$ cat src/rtl/spi_txn_arbiter.sv
// spi_txn_arbiter: round-robin arbiter sequencing N byte requesters onto one SPI master
module spi_txn_arbiter #(
  parameter int N = 2,
  parameter int TIMEOUT = 1024,
  localparam int IW = (N > 1) ? $clog2(N) : 1,
  localparam int CW = $clog2(TIMEOUT + 1)
) (
  input  logic           clk,
  input  logic           rst,
  input  logic [N-1:0]   req,
  input  logic [8*N-1:0] wdata,
  output logic [N-1:0]   ack,
  output logic [7:0]     rdata,
  output logic [IW-1:0]  grant_id,
  output logic           busy,
  output logic           fault,
  output logic           m_start,
  output logic [7:0]     m_data_in,
  input  logic [7:0]     m_data_out,
  input  logic           m_done
);
  typedef enum logic [2:0] {IDLE, START, WAIT, CAPTURE, RELEASE, FAULT} state_t;
  state_t state, state_n;
  logic [IW-1:0] last, win;
  logic [IW:0] j;
  logic [CW-1:0] cnt;
  logic found;
  always_comb begin
    win = '0;
    found = 1'b0;
    j = '0;
    for (int i = 1; i <= N; i++) begin
      j = {1'b0, last} + (IW+1)'(i);
      j = (j >= (IW+1)'(N)) ? j - (IW+1)'(N) : j;
      if (!found && req[j[IW-1:0]]) begin
        found = 1'b1;
        win = j[IW-1:0];
      end
    end
  end
  always_comb begin
    state_n = state;
    case (state)
      IDLE:    state_n = found ? START : IDLE;
      START:   state_n = WAIT;
      WAIT:    state_n = m_done ? CAPTURE : (cnt == CW'(TIMEOUT - 1)) ? FAULT : WAIT;
      CAPTURE: state_n = RELEASE;
      RELEASE: state_n = m_done ? RELEASE : IDLE;
      FAULT:   state_n = FAULT;
      default: state_n = IDLE;
    endcase
  end
  always_ff @(posedge clk) begin
    if (rst) begin
      state <= IDLE;
      last <= IW'(N - 1);
      grant_id <= '0;
      m_data_in <= '0;
      rdata <= '0;
      cnt <= '0;
    end else begin
      state <= state_n;
      cnt <= (state == WAIT) ? cnt + 1'b1 : '0;
      if (state == IDLE && found) begin
        last <= win;
        grant_id <= win;
        m_data_in <= wdata[{win, 3'b000} +: 8];
      end
      if (state == WAIT && m_done) rdata <= m_data_out;
    end
  end
  assign m_start = state == START;
  assign busy = state != IDLE;
  assign fault = state == FAULT;
  assign ack = (state == CAPTURE) ? N'(1) << grant_id : '0;
endmodule

$ cat config.mk
export PLATFORM = sky130hd
export DESIGN_NAME = spi_txn_arbiter
export DESIGN_NICKNAME = d
export VERILOG_FILES = /design/src/rtl/spi_txn_arbiter.sv
export SDC_FILE = /design/constraint.sdc
export NUM_CORES = 1
export LEC_CHECK = 0
export BUFFER_PORTS_ARGS = -buffer_cell sky130_fd_sc_hd__buf_4
export CAP_MARGIN = 0
export CORE_MARGIN = 5
export CORE_UTILIZATION = 51
export CTS_CLUSTER_DIAMETER = 50
export DETAILED_ROUTE_END_ITERATION = 10
export PLACE_DENSITY = 0.83
export SLEW_MARGIN = 20
export SYNTH_ARGS = -nofsm -noshare
export SYNTH_HDL_FRONTEND = slang
export SYNTH_SLANG_ARGS = --single-unit
$ cat constraint.sdc
create_clock -name clk -period 1.8 [get_ports clk]
set_input_delay 0 -clock clk [delete_from_list [all_inputs] [get_ports clk]]
set_output_delay 0 -clock clk [all_outputs]
set_load 0.01 [all_outputs]
## Yosys cells after proc, flatten, opt, wreduce, memory -nomap -nowiden

Cells that the tools add are included.

| storage, ports and cells | value |
|---|---|
| flip-flop bits (word level) | 32 |
| output and inout bits | 22 |
| bits of input ports | 29 |

| operators by class | value |
|---|---|
| magnitude comparators | 4 |
| reduce and logical (&&, ||, !) cells | 7 |
| $add $sub $neg | 5 |
| shifts and indexed selects | 2 |
| multiplexer cells | 16 |
| bitwise operators | 1 |
| equality and inequality tests | 6 |

Operators with widths:

| kind | number |
|---|---|
| case mux 3 bit (6 select lines) | 1 |
| indexed part select 16 x 5 -> 8 bit | 1 |
| adder 11 x 1 -> 11 bit (second input constant) | 1 |
| == test 11 x 10 -> 1 bit (second input constant) | 1 |
| two-way mux 1 bit | 11 |
| two-way mux 3 bit | 3 |
| == test 3 x 2 -> 1 bit (second input constant) | 2 |
| == test 3 bit (second input constant) | 2 |
| greater-or-equal comparator 2 bit (second input constant) | 2 |
| < comparator 1 x 2 -> 1 bit (second input constant) | 2 |
| == test 3 x 1 -> 1 bit (second input constant) | 1 |
| logical AND 1 bit | 3 |
| logical NOT 3 bit | 1 |
| nonzero test 3 bit | 1 |
| adder 1 x 1 -> 2 bit (second input constant) | 1 |
| adder 1 x 2 -> 2 bit (second input constant) | 1 |
| two-way mux 2 bit | 1 |
| OR reduction 2 bit | 1 |
| << shifter 1 x 1 -> 2 bit (first input constant) | 1 |
| subtractor 1 bit (second input constant) | 2 |
| logical NOT 1 bit | 1 |
| inverter 1 bit | 1 |

## Logic depth before layout (Yosys ltp)

| logic depth | value |
|---|---|
| depth after elaboration | 11 |
| gate-level depth with buffers | 6 |
| depth with buffers taken out | 5 |

## Worst setup path before layout

No wires, ideal clock.

| timing path | value |
|---|---|
| path kind | register to register |
| start | register state[1] |
| end | register last |
| slack | 0.569 ns |
| path buffers | 2 |
| arrival time | 1.109 ns |
| stages on the path, launching flop included | 6 |
| data required time | 1.678 ns |
| path through | dfxtp_1 > buf_6 > nor3_4 > buf_4 > nand2_1 > a221o_1 |

| on the way | value |
|---|---|
| longest elaborated chain between the ends | 2 |

RTL lines:

| what | line | RTL |
|---|---|---|
| start, declared | 23 | `state_t state, state_n;` |
| start signal, assigned | 62 | `state <= state_n;` |
| logical NOT 3 bit | 64 | `if (state == IDLE && found) begin` |
| logical AND 1 bit | 64 |  |
| end signal, assigned | 56 | `last <= IW'(N - 1);` |
| end signal, assigned | 65 | `last <= win;` |
| end, declared | 24 | `logic [IW-1:0] last, win;` |

No other way between the ends.
A chain may end at the register's enable or synchronous reset.

## Final worst setup path

| timing path | value |
|---|---|
| start | register state[0] |
| end | register rdata[3] |

| on the way | value |
|---|---|
| longest elaborated chain between the ends | 2 |

RTL lines:

| what | line | RTL |
|---|---|---|
| == test 3 x 2 -> 1 bit | 69 | `if (state == WAIT && m_done) rdata <= m_data_out;` |
| logical AND 1 bit | 69 |  |
| end signal, assigned | 69 |  |
| end, declared | 13 | `output logic [7:0] rdata,` |

No other way between the ends.

==> results_dict.tcl <==
set metrics [dict create \
    synthFlopType "dfxtp_1" \
    fin_skew_ns 0.00772 \
    postSynthCellCount 154 \
    p_per_area_mw_per_mm2 855 \
    grt_antenna_before_repair 0 \
    grt_pass1_vias 1347 \
    cts_buffers 5 \
    slew_viol_final 0 \
    synth_edf_count 0 \
    route.detailed.drc 0 \
    max-cap-violations 0 \
    synth_area_leaders "dfxtp_1 (48%), nor2_1 (7.0%), nand2_1 (6.1%)" \
    via_per_inst 5.33 \
    synth.top_cell.area_share 0.477 \
    root_buffer "clkbuf_4" \
    std_cell_rows 18 \
    diodes 0 \
    ys_seq_area_frac 0.477 \
    setup_violations 0 \
    clockBufferDepth 2 \
    syn_to_final_growth_pct 52.0 \
    rrSetupSlack_ns 0.14 \
    htree_levels 2 \
    worstPathRequired_ns 2.02 \
    setup_tns_ns 0 \
    vias 1392 \
    grt_max_degree 21 \
    drt-total-wl_um 3750 \
    syn-cell-area_sq_mm 0.00134 \
    hold_viol_final 0 \
    clkLatencyLatePin_ns 0.33 \
    grt_setup_unrepaired "false" \
    drive_gt1_frac 0.294 \
    grt_use_total 0.219 \
    ant_nets 0 \
    grt-ovfl-total 0 \
    nets 260 \
    dp_hpwl_um 2460 \
    irDropWorstVdd_v 0.000785 \
    start_util 0.538 \
    cp_data_arrival_time_ns 1.88 \
    grt_pass1_wl_um 6020 \
    place_area_sq_mm 0.00172 \
    max_slew_margin 0.768 \
    gp_congestion 0.807 \
    avgRoutedWirePerCell_um 14.4 \
    ys_warn_count 0 \
    die_w_um 61.3 \
    fp.dieH_um 61.3 \
    max_freq_mhz 604 \
    dieArea_sq_mm 0.00376 \
    clock_sinks 32 \
    synthArstFlopShare 0 \
    pin_count 51 \
    critical_path_class "flip-flop to flip-flop" \
    io_buffers 50 \
    post-synth-top-count-cell "dfxtp_1" \
    p_leak_nw 0.884 \
    clkTransAtPathRegs_ns 0.10 \
    drt_pass1_iterations 4 \
    synthTopCellsByCount "dfxtp_1 (32), nor2_1 (25), nand2_1 (22), a21oi_1 (9)" \
    synth_area_per_cell_sq_um 8.73 \
    synth_largest_area_cell "dfxtp_1" \
    cp_max_fo 8 \
    design_area_sq_mm 0.00204 \
    worst_slew_pin_slew_ns 0.347 \
    end_kind "flip-flop" \
    startpoint_type "flip-flop" \
    tritoncts "yes" \
    finalCritPeriodShare 0.920 \
    synth_cell_types 32 \
    synth_seq_cells 32 \
    synth_nets 184 \
    post-route-min-period_ns 1.66 \
    drtIter0Drc 64 \
    core_area_sq_mm 0.00250 \
    status "finished clean" \
    hold_path_class "primary input to flip-flop" \
]
==> path summary, 6_finish.rpt <==
path            start      endpoint  depth (start not counted)
min reg2reg    cnt[0]        cnt[0]                          1
min          wdata[1]  m_data_in[1]                          3
max          state[0]      rdata[3]                          5
max reg2reg  state[0]      rdata[3]                          5
==> kinds of logic after synthesis <==
family,count (synthesis),synth area share
AOI/OAI and AO/OA,33,0.158
xor gates and xnor gates,9,0.0587
and+or+nand+nor,68,0.250
adders and majority gates,1,0.00931
buffers and inverters,11,0.0466
DFF,32,0.477
==> flip-flops by register name, indices dropped and copies added (netlist names) <==
signal / count
state: 3
grant_id: 1
m_data_in: 8
cnt: 11
rdata: 8
last: 1
==> final cells by class <==
cell class,count,area [sq um]
fillers,171,457
clock buffers,6,51.3
flip-flops and latches,32,642
inverters,4,15.0
well taps,30,37.5
multi-input cells,111,657
clock inverters,2,10.0
repair buffers,76,631
==> routing by layer <==
metal | GRT usage | wire [um]
met3 | 0.0839 | 288
met5 | 0 | 0
met2 | 0.369 | 1810
met1 | 0.252 | 1540
met4 | 0.0848 | 109
==> cells in the final DEF (no fill, tap or decap), types with 3 or more instances in the layout <==
cell type and n:
buf_4 52, dfxtp_1 31, inv_1 3, dlygate4sd3_1 24
a21oi_1 9, nand2_1 22, nor2_1 25, and4_1 4
o21ai_0 3, clkbuf_4 5, a211oi_1 7, xor2_1 8
o22ai_1 8, nand3_1 6
==> power breakdown <==
group	total, W	internal [W]	switching [W]
registers	0.000837	0.000774	0.0000633
clock network	0.000427	0.000186	0.000241
logic	0.000482	0.000252	0.000230
==> metrics by stage <==
stage / std cells / utilization / total power [W] / hold slack, ns / worst slack, ns
after detailed placement: 229 / 0.690 / 0.00127 / 0.264 / 0.390
after floorplan: 154 / - / 0.00109 / 0.136 / 0.569
after global placement: 229 / 0.690 / 0.00126 / 0.255 / 0.471
after global routing: 261 / 0.817 / 0.00184 / 0.00970 / 0.0323
after CTS: 260 / 0.806 / 0.00173 / 0.00338 / 0.0554
final: 261 / 0.817 / 0.00175 / 0.00539 / 0.144
==> repair_timing <==
action	in CTS	in global routing
hold endpoints to repair	16	1
hold buffers	23	1
buffers inserted	0	0
gates resized for setup	0	5
setup endpoints to repair	0	9
==> critical path, stage by stage (launching register included) <==
cell and delay (ns):
dfxtp_1 0.41, nor2_4 0.17, nand3_2 0.19, nand2_1 0.14, a21oi_1 0.08, dlygate4sd3_1 0.56
No activity file was read; power rests on OpenSTA's default activity.
